==> src/rtl/stopwatch_ctrl_if.sv <==
// Stopwatch control/display bundle: pulse requests in, displayed digits and status out.
interface stopwatch_ctrl_if #(
  parameter int MIN_RADIX = 60
);
  localparam int MW = $clog2(MIN_RADIX);

  logic          start_stop;
  logic          lap_clear;
  logic [6:0]    centi;
  logic [5:0]    sec;
  logic [MW-1:0] min;
  logic          running;
  logic          lap_active;
  logic          overflow;

  modport master (
    output start_stop, lap_clear,
    input  centi, sec, min, running, lap_active, overflow
  );

  modport slave (
    input  start_stop, lap_clear,
    output centi, sec, min, running, lap_active, overflow
  );
endinterface

==> src/rtl/stopwatch_ctrl.sv <==
// Stopwatch: prescaled 1/100 s tick driving a centi/sec/min cascade with run/pause/clear control.
// Define STOPWATCH_LAP_HOLD_EN to add the LAP state that freezes the display on a snapshot.
module stopwatch_ctrl #(
  parameter int TICK_DIV  = 1000000,
  parameter int MIN_RADIX = 60
) (
  input logic        clock,
  input logic        reset,
  stopwatch_ctrl_if.slave sw
);
  localparam int PW = $clog2(TICK_DIV);
  localparam int MW = $clog2(MIN_RADIX);
  localparam logic [PW-1:0] PRESC_MAX = PW'(TICK_DIV - 1);
  localparam logic [MW-1:0] MIN_MAX   = MW'(MIN_RADIX - 1);

  typedef enum logic [1:0] {
    S_IDLE,
    S_RUN,
    S_PAUSE
`ifdef STOPWATCH_LAP_HOLD_EN
    , S_LAP
`endif
  } state_t;

  state_t        state_q, state_d;
  logic [PW-1:0] presc_q, presc_d;
  logic [6:0]    centi_q, centi_d;
  logic [5:0]    sec_q, sec_d;
  logic [MW-1:0] min_q, min_d;
  logic          ovf_q, ovf_d;
  logic          counting, tick, clear;
  logic          centi_carry, sec_carry, min_carry;

  // start_stop is tested first in every state so it wins over a coincident lap_clear
  always_comb begin
    state_d = state_q;
    clear   = 1'b0;
    case (state_q)
      S_IDLE:  if (sw.start_stop) state_d = S_RUN;
      S_RUN: begin
        if (sw.start_stop) state_d = S_PAUSE;
`ifdef STOPWATCH_LAP_HOLD_EN
        else if (sw.lap_clear) state_d = S_LAP;
`endif
      end
      S_PAUSE: begin
        if (sw.start_stop) state_d = S_RUN;
        else if (sw.lap_clear) begin
          state_d = S_IDLE;
          clear   = 1'b1;
        end
      end
`ifdef STOPWATCH_LAP_HOLD_EN
      S_LAP: begin
        if (sw.start_stop) state_d = S_PAUSE;
        else if (sw.lap_clear) state_d = S_RUN;
      end
`endif
      default: state_d = S_IDLE;
    endcase
  end

`ifdef STOPWATCH_LAP_HOLD_EN
  assign counting = (state_q == S_RUN) || (state_q == S_LAP);
`else
  assign counting = (state_q == S_RUN);
`endif
  assign tick        = counting && (presc_q == PRESC_MAX);
  assign centi_carry = tick && (centi_q == 7'd99);
  assign sec_carry   = centi_carry && (sec_q == 6'd59);
  assign min_carry   = sec_carry && (min_q == MIN_MAX);

  always_comb begin
    presc_d = presc_q;
    centi_d = centi_q;
    sec_d   = sec_q;
    min_d   = min_q;
    ovf_d   = ovf_q;
    if (counting) presc_d = (presc_q == PRESC_MAX) ? '0 : presc_q + 1'b1;
    if (tick) centi_d = centi_carry ? '0 : centi_q + 7'd1;
    if (centi_carry) sec_d = sec_carry ? '0 : sec_q + 6'd1;
    if (sec_carry) min_d = min_carry ? '0 : min_q + 1'b1;
    if (min_carry) ovf_d = 1'b1;
    if (clear) begin
      presc_d = '0;
      centi_d = '0;
      sec_d   = '0;
      min_d   = '0;
      ovf_d   = 1'b0;
    end
  end

  always_ff @(posedge clock) begin
    if (reset) begin
      state_q <= S_IDLE;
      presc_q <= '0;
      centi_q <= '0;
      sec_q   <= '0;
      min_q   <= '0;
      ovf_q   <= 1'b0;
    end else begin
      state_q <= state_d;
      presc_q <= presc_d;
      centi_q <= centi_d;
      sec_q   <= sec_d;
      min_q   <= min_d;
      ovf_q   <= ovf_d;
    end
  end

`ifdef STOPWATCH_LAP_HOLD_EN
  logic [6:0]    snap_centi_q, snap_centi_d;
  logic [5:0]    snap_sec_q, snap_sec_d;
  logic [MW-1:0] snap_min_q, snap_min_d;
  logic          in_lap;

  // Snapshot takes the pre-tick digits of the cycle that requests LAP
  always_comb begin
    snap_centi_d = snap_centi_q;
    snap_sec_d   = snap_sec_q;
    snap_min_d   = snap_min_q;
    if ((state_q == S_RUN) && (state_d == S_LAP)) begin
      snap_centi_d = centi_q;
      snap_sec_d   = sec_q;
      snap_min_d   = min_q;
    end
  end

  always_ff @(posedge clock) begin
    if (reset) begin
      snap_centi_q <= '0;
      snap_sec_q   <= '0;
      snap_min_q   <= '0;
    end else begin
      snap_centi_q <= snap_centi_d;
      snap_sec_q   <= snap_sec_d;
      snap_min_q   <= snap_min_d;
    end
  end

  assign in_lap        = (state_q == S_LAP);
  assign sw.centi      = in_lap ? snap_centi_q : centi_q;
  assign sw.sec        = in_lap ? snap_sec_q   : sec_q;
  assign sw.min        = in_lap ? snap_min_q   : min_q;
  assign sw.lap_active = in_lap;
`else
  assign sw.centi      = centi_q;
  assign sw.sec        = sec_q;
  assign sw.min        = min_q;
  assign sw.lap_active = 1'b0;
`endif

  assign sw.running  = counting;
  assign sw.overflow = ovf_q;
endmodule

==> src/flat_wrapper.sv <==
// flat-port wrapper written by rule: the top's interface ports become plain ports
module stopwatch_ctrl_flat 
#(
  parameter int TICK_DIV  = 1000000,
  parameter int MIN_RADIX = 60
)
  (clock, reset, sw_start_stop, sw_lap_clear, sw_centi, sw_sec, sw_min, sw_running, sw_lap_active, sw_overflow);
  stopwatch_ctrl_if #(.MIN_RADIX(MIN_RADIX)) sw_i ();
  input logic clock;
  input logic reset;
  input wire logic [$bits(sw_i.start_stop)-1:0] sw_start_stop;
  input wire logic [$bits(sw_i.lap_clear)-1:0] sw_lap_clear;
  output wire logic [$bits(sw_i.centi)-1:0] sw_centi;
  output wire logic [$bits(sw_i.sec)-1:0] sw_sec;
  output wire logic [$bits(sw_i.min)-1:0] sw_min;
  output wire logic [$bits(sw_i.running)-1:0] sw_running;
  output wire logic [$bits(sw_i.lap_active)-1:0] sw_lap_active;
  output wire logic [$bits(sw_i.overflow)-1:0] sw_overflow;
  assign sw_i.start_stop = sw_start_stop;
  assign sw_i.lap_clear = sw_lap_clear;
  assign sw_centi = sw_i.centi;
  assign sw_sec = sw_i.sec;
  assign sw_min = sw_i.min;
  assign sw_running = sw_i.running;
  assign sw_lap_active = sw_i.lap_active;
  assign sw_overflow = sw_i.overflow;
  stopwatch_ctrl #(.TICK_DIV(TICK_DIV), .MIN_RADIX(MIN_RADIX)) u_core (.clock(clock), .reset(reset), .sw(sw_i));
endmodule
==> config.mk <==
export PLATFORM = sky130hd
export DESIGN_NAME = stopwatch_ctrl_flat
export DESIGN_NICKNAME = d
export VERILOG_FILES = /design/src/rtl/stopwatch_ctrl_if.sv /design/src/rtl/stopwatch_ctrl.sv /design/src/flat_wrapper.sv
export SDC_FILE = /design/constraint.sdc
export NUM_CORES = 1
export LEC_CHECK = 0
export BUFFER_PORTS_ARGS = -buffer_cell sky130_fd_sc_hd__buf_4
export CORE_MARGIN = 4
export CORE_UTILIZATION = 53
export DETAILED_ROUTE_END_ITERATION = 10
export PLACE_DENSITY = 0.74
export SLEW_MARGIN = 40
export SYNTH_ARGS = -nofsm -noshare
export SYNTH_HDL_FRONTEND = slang
export SYNTH_SLANG_ARGS = --single-unit
==> constraint.sdc <==
create_clock -name clock -period 2.2 [get_ports clock]
set_input_delay 0.44 -clock clock [delete_from_list [all_inputs] [get_ports clock]]
set_output_delay 0.44 -clock clock [all_outputs]
set_load 0.01 [all_outputs]
==> results of run 1 <==
==> final cells by class <==
cell class              count  share of cell area [%]
well taps                  48                    2.51
flip-flops and latches     42                    35.2
repair buffers             34                    10.7
clock buffers               6                    3.46
multi-input cells         178                    46.8
inverters                   9                    1.41
==> sequential cells by signal, indices dropped and copies added, names as in the netlist <==
name                count
u_core.presc_q         20
u_core.state_q          2
u_core.sw.centi         7
u_core.sw.min           6
u_core.sw.overflow      1
u_core.sw.sec           6
==> placed cells by master (no fill, tap or decap), types with 2 or more instances in the layout <==
cell type and count:
sky130_fd_sc_hd__and4_1 2, sky130_fd_sc_hd__nor4_1 4, sky130_fd_sc_hd__mux2i_1 4, sky130_fd_sc_hd__clkbuf_8 6, sky130_fd_sc_hd__nand4_1 8, sky130_fd_sc_hd__nor3_1 4, sky130_fd_sc_hd__a21oi_1 14, sky130_fd_sc_hd__nor4b_1 2
sky130_fd_sc_hd__or3_1 6, sky130_fd_sc_hd__ha_1 4, sky130_fd_sc_hd__inv_1 9, sky130_fd_sc_hd__nand4_2 2, sky130_fd_sc_hd__and2_1 3, sky130_fd_sc_hd__xnor2_1 13, sky130_fd_sc_hd__nand3_1 9, sky130_fd_sc_hd__dfxtp_1 42
sky130_fd_sc_hd__nor2b_1 4, sky130_fd_sc_hd__nor3b_1 2, sky130_fd_sc_hd__buf_4 34, sky130_fd_sc_hd__and3_1 3, sky130_fd_sc_hd__nand2_1 17, sky130_fd_sc_hd__o311ai_0 2, sky130_fd_sc_hd__or4_1 6, sky130_fd_sc_hd__o21ai_0 8
sky130_fd_sc_hd__nor2_1 36, sky130_fd_sc_hd__o21a_1 2, sky130_fd_sc_hd__xor2_1 9
==> critical path, stage by stage (launching register included) <==
cell and delay, ns:
sky130_fd_sc_hd__dfxtp_1 0.39, sky130_fd_sc_hd__ha_1 0.22, sky130_fd_sc_hd__nand2_1 0.09, sky130_fd_sc_hd__nor4_1 0.20, sky130_fd_sc_hd__buf_4 0.18, sky130_fd_sc_hd__nand3_2 0.18
sky130_fd_sc_hd__or4_1 0.51, sky130_fd_sc_hd__a21oi_1 0.14
==> cell families after synthesis <==
family | share of synthesized area (%)
compound gates | 8.96
mux | 1.98
flops | 41.5
buf+inv | 3.34
simple gates | 32.1
xor+xnor | 9.51
fa+ha+maj | 2.47
other cells | 0.185
==> per-stage QoR <==
| step | hold WS (ns) | utilization, % | setup slack, ns | cells |
|---|---|---|---|---|
| floorplan | 0.477 | - | 0.304 | 236 |
| global placement | 0.457 | 62.3 | 0.225 | 310 |
| detailed placement | 0.467 | 62.3 | 0.185 | 310 |
| CTS | 0.334 | 64.6 | 0.169 | 316 |
| global route | 0.334 | 64.8 | 0.00839 | 317 |
| finish | 0.341 | 64.8 | 0.215 | 317 |
==> layer usage <==
layer	wire length [um]	vias up
met5	0	-
met4	48	0
met3	152	5
met2	1870	25
met1	1840	787
li1	-	895
==> report_power, final <==
part	leakage, uW	switching (uW)	internal [uW]	total, uW
clock network	0.0000431	240	242	482
registers	0.000339	5.78	765	771
logic	0.000563	27.3	19.8	47.1
==> final timing paths <==
path | slack (ns) | from | to | cells past startpoint
max | 0.22 | u_core.sw.centi[1]$_SDFFE_PP0P_ | u_core.sw.sec[4]$_SDFFE_PP0N_ | 7
max reg2reg | 0.22 | u_core.sw.centi[1]$_SDFFE_PP0P_ | u_core.sw.sec[4]$_SDFFE_PP0N_ | 7
min reg2reg | 0.48 | u_core.sw.overflow$_SDFFE_PP0P_ | u_core.sw.overflow$_SDFFE_PP0P_ | 1
min | 0.34 | reset | u_core.state_q[0]$_SDFFE_PP0P_ | 2
==> impl_metrics.env, run 1 <==
export IMPL_layout_drive_gt1_share_pct=17.1
export IMPL_route_antenna_remaining_nets=0
export IMPL_synth_cell_type_count=43
export IMPL_worst_ep_arrival_time_ns=2.20
export IMPL_peakVddDrop_uv=362
export IMPL_drt_vias_per_instance=5.40
export IMPL_synthArstFlopShare_pct=0
export IMPL_cts_max_path_buffers=2
export IMPL_static_leakage_power_uw=0.000944
export IMPL_crit_path_end_kind="flop"
export IMPL_total_core_area_mm2=0.00369
export IMPL_cts_made_buffers=5
export IMPL_io_pins=26
export IMPL_clkSinkCount=42
export IMPL_cts_tree="yes"
export IMPL_status="finished clean"
export IMPL_clock_fmax_mhz=504
export IMPL_multi_input_area_mm2=0.00112
export IMPL_number_of_antenna_violations_at_the_first_check_in_global_routing=0
export IMPL_global_route_usage_total_pct=17.0
export IMPL_reported_max_cap_violation_count=0
export IMPL_rows=22
export IMPL_route_final_wire_length_um=3910
export IMPL_drcViolationCount=0
export IMPL_wire_length_of_the_first_global_routing_pass_um=6910
export IMPL_grt_overflow_total=0
export IMPL_max_slew_margin_pct=64.6
export IMPL_pin_count_of_the_biggest_net_entering_global_routing=19
export IMPL_worstPathRequired_ns=2.42
export IMPL_finish_net_count=278
export IMPL_grt_busiest_layer="met2"
export IMPL_grtUsageMet1_pct=20.7
export IMPL_synth_top_area_share_pct=41.5
export IMPL_via_count=1712
export IMPL_synthDominantAreaCellType="sky130_fd_sc_hd__dfxtp_1"
export IMPL_setup_worst_path_class="flop to flop"
export IMPL_cts_hold_buffers=0
export IMPL_setup_tns_final_ns=0
export IMPL_report_final_setup_viol=0
export IMPL_root_buffer="sky130_fd_sc_hd__clkbuf_8"
export IMPL_finClkSkew_ns=0.00479
export IMPL_area_overhead_vs_synth_pct=18.0
export IMPL_post_dp_cell_area_mm2=0.00230
export IMPL_tightest_pin_transition_ns=0.531
export IMPL_synth_warnings=0
export IMPL_post_cts_resize_count=0
export IMPL_cell_types_with_the_largest_area_share_after_synthesis="sky130_fd_sc_hd__dfxtp_1, sky130_fd_sc_hd__nor2_1, sky130_fd_sc_hd__xnor2_1"
export IMPL_synthMostInstantiatedCell="sky130_fd_sc_hd__dfxtp_1"
export IMPL_global_route_usage_met3_pct=5.07
export IMPL_port_buffers=24
export IMPL_syn_instance_count=236
export IMPL_regArea_um2=841
export IMPL_fillCellCount=337
export IMPL_layout_worst_path_cycle_share_pct=90.2
export IMPL_floorplan_die_width_um=69.8
export IMPL_antenna_cells_inserted=0
export IMPL_routability_congestion_estimate=0.779
export IMPL_vias_in_the_first_global_route=1556
export IMPL_cp_start_kind="flop"
export IMPL_synth_commonest_cells="sky130_fd_sc_hd__dfxtp_1, sky130_fd_sc_hd__nor2_1, sky130_fd_sc_hd__nand2_1, sky130_fd_sc_hd__a21oi_1, sky130_fd_sc_hd__xnor2_1"
export IMPL_synth_net_count=244
export IMPL_postSynth_topFlopCell="sky130_fd_sc_hd__dfxtp_1"
export IMPL_ys_ff_latch=42
export IMPL_synth_edf_count=0
export IMPL_rsz0062_at_grt="no"
export IMPL_vertical_die_dimension_um=69.8
export IMPL_mappedNetlistArea_mm2=0.00203
export IMPL_power_total_uw=1300
export IMPL_synth_sequential_area_ratio_pct=41.5
export IMPL_router_iterations_before_antenna_repair=4
export IMPL_syn_area_per_cell_um2=8.58
export IMPL_wire_per_inst_um=12.3
export IMPL_finalMaxSlewViolations=0
export IMPL_drtIter0Drc=65
export IMPL_dp_hpwl_um=2850
export IMPL_path_clk_slew_ns=0.07
export IMPL_die_area_mm2=0.00487
export IMPL_clock_insertion_delay_worst_skew_ns=0.29
export IMPL_worstPathMaxFanout=12
export IMPL_p_per_area_mw_per_mm2=544
export IMPL_hold_path_class="input pin to flop"
export IMPL_initial_utilization_pct=54.9
export IMPL_met2_usage_pct=28.6
export IMPL_post_cts_setup_buffers=0
export IMPL_cts_htree_levels=2
export IMPL_final_min_clock_period_ns=1.98
export IMPL_finalInstanceArea_mm2=0.00239
export IMPL_finalHoldViolCount=0
No activity file was read; power rests on OpenSTA's default activity.
==> run 2, diff against run 1 <==
RECOVER_POWER = 50   (was not set)
clock period = 2.3 ns   (was 2.2 ns; I/O delays follow)
==> run 2 against run 1 <==
Clock skew increased by 0.0042 ns; design area shrank 4.5%; critical endpoint is now u_core.sw.min[2]$_SDFFE_PP0N_; largest power group unchanged; critical path depth fell by 2; cell count down 0.63%; setup slack improved by 0.0091 ns; critical path type unchanged.
==> impl_metrics.env, run 2 (synthesis gave the netlist of run 1 again) <==
export IMPL_status="finished clean"
export IMPL_layout_drive_gt1_share_pct=7.87
export IMPL_io_pins=26
export IMPL_area_overhead_vs_synth_pct=12.7
export IMPL_cts_htree_levels=2
export IMPL_regArea_um2=841
export IMPL_antenna_cells_inserted=0
export IMPL_cts_made_buffers=5
export IMPL_final_min_clock_period_ns=2.08
export IMPL_initial_utilization_pct=54.9
export IMPL_clock_fmax_mhz=482
export IMPL_clock_insertion_delay_worst_skew_ns=0.30
export IMPL_crit_path_end_kind="flop"
export IMPL_static_leakage_power_uw=0.000835
export IMPL_peakVddDrop_uv=487
export IMPL_port_buffers=24
export IMPL_rsz0062_at_grt="no"
export IMPL_final_instance_count_excl_fill=315
export IMPL_wire_per_inst_um=12.3
export IMPL_worstPathCellList="nor4b_1 > and3_1 > nand3_2 > or4_1 > a21oi_1"
export IMPL_finClkSkew_ns=0.00897
export IMPL_total_core_area_mm2=0.00369
export IMPL_via_count=1666
export IMPL_finalMaxSlewViolations=0
export IMPL_grt_overflow_total=0
export IMPL_critical_path_max_stage_delay_ns=0.54
export IMPL_max_ffs_per_register=20
export IMPL_finalHoldViolCount=0
export IMPL_power_total_uw=1270
export IMPL_vias_in_the_first_global_route=1448
export IMPL_leading_cell_type_in_the_layout_fill_and_taps_excluded="sky130_fd_sc_hd__dfxtp_1"
export IMPL_max_slew_margin_pct=64.1
export IMPL_worst_ep_arrival_time_ns=2.31
export IMPL_number_of_antenna_violations_at_the_first_check_in_global_routing=0
export IMPL_cp_start_kind="flop"
export IMPL_post_cts_resize_count=0
export IMPL_route_antenna_remaining_nets=0
export IMPL_cts_max_path_buffers=2
export IMPL_post_cts_setup_buffers=0
export IMPL_vertical_die_dimension_um=69.8
export IMPL_drcViolationCount=0
export IMPL_worstPathBufferInverterCount=0
export IMPL_top_register="u_core.presc_q"
export IMPL_root_buffer="sky130_fd_sc_hd__clkbuf_8"
export IMPL_path_delay_family="simple AND/OR/NAND/NOR gates"
export IMPL_layout_worst_path_cycle_share_pct=90.3
export IMPL_cts_tree="yes"
export IMPL_die_area_mm2=0.00487
export IMPL_fillCellCount=354
export IMPL_routability_congestion_estimate=0.776
export IMPL_dp_cells=307
export IMPL_rows=22
export IMPL_clkSinkCount=42
export IMPL_dp_hpwl_um=2790
export IMPL_reported_max_cap_violation_count=0
export IMPL_hold_path_class="input pin to flop"
export IMPL_finalInstanceArea_mm2=0.00228
export IMPL_router_iterations_before_antenna_repair=4
export IMPL_worstPathMaxFanout=17
export IMPL_setup_worst_path_class="flop to flop"
export IMPL_multi_input_area_mm2=0.00112
export IMPL_tightest_pin_transition_ns=0.539
export IMPL_most_common_layout_cells="sky130_fd_sc_hd__dfxtp_1, sky130_fd_sc_hd__nor2_1, sky130_fd_sc_hd__clkbuf_1"
export IMPL_report_final_setup_viol=0
export IMPL_drt_vias_per_instance=5.29
export IMPL_setup_tns_final_ns=0
export IMPL_wire_length_of_the_first_global_routing_pass_um=6490
export IMPL_post_dp_cell_area_mm2=0.00228
export IMPL_cts_hold_buffers=0
export IMPL_drtIter0Drc=64
export IMPL_route_final_wire_length_um=3890
export IMPL_global_route_usage_total_pct=16.3
export IMPL_pin_count_of_the_biggest_net_entering_global_routing=19
export IMPL_floorplan_die_width_um=69.8
export IMPL_finish_net_count=274
export IMPL_slowest_stage_cell_crit_path="sky130_fd_sc_hd__or4_1"
export IMPL_worstPathRequired_ns=2.53
export IMPL_path_clk_slew_ns=0.08
export IMPL_p_per_area_mw_per_mm2=554
[run 2: layout make-up]
class | count | share of cell area, %
Multi-Input combinational cell | 178 | 48.9
Sequential cell | 42 | 36.8
Timing Repair Buffer | 30 | 6.14
Clock buffer | 7 | 3.78
Tap cell | 48 | 2.63
Inverter | 9 | 1.48
Clock inverter | 1 | 0.219
[run 2: path summary, 6_finish.rpt]
kind	startpoint	to	slack [ns]	depth (start not counted)
worst max-delay path	u_core.presc_q[13]$_SDFFE_PP0N_	u_core.sw.min[2]$_SDFFE_PP0N_	0.22	5
worst max register to register	u_core.presc_q[13]$_SDFFE_PP0N_	u_core.sw.min[2]$_SDFFE_PP0N_	0.22	5
worst min-delay path	reset	u_core.state_q[1]$_SDFFE_PP0P_	0.34	2
worst min register to register	u_core.sw.overflow$_SDFFE_PP0P_	u_core.sw.overflow$_SDFFE_PP0P_	0.48	1
[run 2: per-stage QoR]
step / utilization (%) / worst slack [ns] / hold slack [ns]
2_1_floorplan: - / 0.404 / 0.477
3_3_place_gp: 61.7 / 0.289 / 0.456
3_5_place_dp: 61.7 / 0.240 / 0.470
4_1_cts: 64.2 / 0.225 / 0.336
5_1_grt: 61.9 / 0.0101 / 0.335
6_report: 61.9 / 0.224 / 0.345
[run 2: layer usage]
| metal | vias up | GRT usage [%] | share of wire [%] |
|---|---|---|---|
| li1 | 884 | - | - |
| met1 | 756 | 21.0 | 49 |
| met2 | 21 | 25.4 | 45 |
| met3 | 5 | 5.80 | 4.0 |
| met4 | 0 | 5.11 | 1.5 |
| met5 | - | 0 | 0 |
[run 2: where the power goes]
part           switching (uW)  total (uW)  internal (uW)
registers                5.56         738            732
logic                    25.7        41.4           15.7
clock network             245         487            242
==> run 3, diff against run 2 <==
SETUP_SLACK_MARGIN = 0.3   (was not set)
==> run 3 against run 2 <==
Count of clock-buffer cells in the layout unchanged; cell count up 3.2%; sequential cell count unchanged; die area unchanged; routed wire length is 9.4% higher; largest power group unchanged.
==> impl_metrics.env, run 3 (synthesis gave the netlist of run 1 again) <==
export IMPL_clock_fmax_mhz=494
export IMPL_floorplan_die_width_um=69.8
export IMPL_tightest_pin_transition_ns=0.541
export IMPL_dp_cells=307
export IMPL_post_dp_cell_area_mm2=0.00228
export IMPL_p_per_area_mw_per_mm2=523
export IMPL_finish_net_count=284
export IMPL_most_common_layout_cells="sky130_fd_sc_hd__dfxtp_1, sky130_fd_sc_hd__nor2_1, sky130_fd_sc_hd__clkbuf_1"
export IMPL_rrSetupSlack_ns=0.27
export IMPL_crit_path_end_kind="flop"
export IMPL_port_buffers=24
export IMPL_maxUsedRoutingLayer="met4"
export IMPL_setup_worst_path_class="flop to flop"
export IMPL_route_met2_wl_um=2000
export IMPL_rows=22
export IMPL_routability_congestion_estimate=0.776
export IMPL_finClkSkew_ns=0.00996
export IMPL_drt_vias_per_instance=5.44
export IMPL_route_final_wire_length_um=4250
export IMPL_route_antenna_remaining_nets=0
export IMPL_layout_drive_gt1_share_pct=15.2
export IMPL_final_min_clock_period_ns=2.03
export IMPL_router_iterations_before_antenna_repair=5
export IMPL_status="finished clean"
export IMPL_area_overhead_vs_synth_pct=20.7
export IMPL_wire_per_inst_um=13.1
export IMPL_power_total_uw=1280
export IMPL_met1_length_um=1970
export IMPL_rsz0062_at_grt="yes"
export IMPL_global_route_usage_total_pct=16.6
export IMPL_routed_wl_met3_um=200
export IMPL_number_of_antenna_violations_at_the_first_check_in_global_routing=0
export IMPL_max_slew_margin_pct=63.9
export IMPL_peakVddDrop_uv=489
export IMPL_static_leakage_power_uw=0.000903
export IMPL_setup_tns_final_ns=0
export IMPL_vertical_die_dimension_um=69.8
export IMPL_critical_path_max_stage_delay_ns=0.40
export IMPL_clock_insertion_delay_worst_skew_ns=0.30
export IMPL_cts_tree="yes"
export IMPL_cts_htree_levels=2
export IMPL_worstPathCellList="nor4b_1 > and3_2 > nand3_4 > clkbuf_4 > or3b_1 > a21oi_1"
export IMPL_worst_ep_arrival_time_ns=2.26
export IMPL_antenna_cells_inserted=0
export IMPL_worstPathRequired_ns=2.53
export IMPL_layout_worst_path_cycle_share_pct=88.1
export IMPL_finalMaxSlewViolations=0
export IMPL_wire_length_of_the_first_global_routing_pass_um=6580
export IMPL_finalWorstSetupSlack_ns=0.274
export IMPL_io_pins=26
export IMPL_final_instance_count_excl_fill=325
export IMPL_clkSinkCount=42
export IMPL_path_clk_slew_ns=0.08
export IMPL_slowest_stage_cell_crit_path="sky130_fd_sc_hd__nor4b_1"
export IMPL_cts_made_buffers=5
export IMPL_vias_in_the_first_global_route=1463
export IMPL_grt_overflow_total=0
export IMPL_drtIter0Drc=67
export IMPL_die_area_mm2=0.00487
export IMPL_hold_path_class="input pin to flop"
export IMPL_initial_utilization_pct=54.9
export IMPL_cp_start_kind="flop"
export IMPL_reported_max_cap_violation_count=0
export IMPL_via_count=1769
export IMPL_root_buffer="sky130_fd_sc_hd__clkbuf_8"
export IMPL_report_final_setup_viol=0
export IMPL_total_core_area_mm2=0.00369
export IMPL_drcViolationCount=0
export IMPL_dp_hpwl_um=2790
export IMPL_finalInstanceArea_mm2=0.00244
export IMPL_cts_max_path_buffers=2
export IMPL_max_ffs_per_register=20
export IMPL_leading_cell_type_in_the_layout_fill_and_taps_excluded="sky130_fd_sc_hd__dfxtp_1"
export IMPL_place_worst_setup_slack_ns=0.240
export IMPL_finalHoldViolCount=0
export IMPL_pin_count_of_the_biggest_net_entering_global_routing=19
export IMPL_worstPathMaxFanout=12
export IMPL_top_register="u_core.presc_q"
[run 3: changes by cell type in the layout (fill, tap and decap cells not counted), sizes merged]
cell    change
buf        +12
clkbuf      -2
[run 3: per-stage QoR]
stage	hold slack, ns	utilization [%]
floorplan	0.477	-
global placement	0.456	61.7
detailed placement	0.470	61.7
CTS	0.336	65.0
global route	0.335	66.3
finish	0.345	66.3
[run 3: final cells by class]
class                   instances  area (um^2)
clock inverters                 1         5.00
flip-flops and latches         42          845
fillers                       337         1240
repair buffers                 40          229
multi-input cells             178         1190
well taps                      48         60.1
clock buffers                   7         86.3
inverters                       9         33.8
[run 3: critical path, delay by kind of cell, from the launching register on]
kind	cells	cell delay [ns]
flip-flops	1	0.35
buffers and inverters	1	0.18
AND/OR/NAND/NOR	4	1.30
AO/OA/AOI/OAI	1	0.14
[run 3: where the power goes]
| group | switching [uW] | internal, uW | total (uW) | leakage, uW |
|---|---|---|---|---|
| Sequential | 7.47 | 733 | 740 | 0.000340 |
| Combinational | 28.1 | 21.2 | 49.3 | 0.000515 |
| Clock | 247 | 242 | 489 | 0.0000482 |
| Total | 283 | 996 | 1280 | 0.000903 |
[run 3: worst paths after layout]
kind	cells after the start	endpoint	start
max	6	u_core.sw.sec[1]$_SDFFE_PP0N_	u_core.presc_q[12]$_SDFFE_PP0N_
min	2	u_core.state_q[1]$_SDFFE_PP0P_	reset
max reg2reg	6	u_core.sw.sec[1]$_SDFFE_PP0N_	u_core.presc_q[12]$_SDFFE_PP0N_
min reg2reg	1	u_core.sw.overflow$_SDFFE_PP0P_	u_core.sw.overflow$_SDFFE_PP0P_
[run 3: metal layers]
layer  GRT usage (%)  vias to the layer above
li1                -                      897
met5               0                        -
met1            21.3                      820
met2            26.0                       43
met4            5.11                        0
met3            5.80                        9
[run 3: repair_timing]
item | in CTS | in global routing
setup endpoints to repair | 6 | 12
hold buffers | 0 | 0
buffers inserted | 0 | 10
gates resized for setup | 4 | 15
hold endpoints to repair | 0 | 0
gates cloned | 0 | 0
pin swaps | 1 | 5
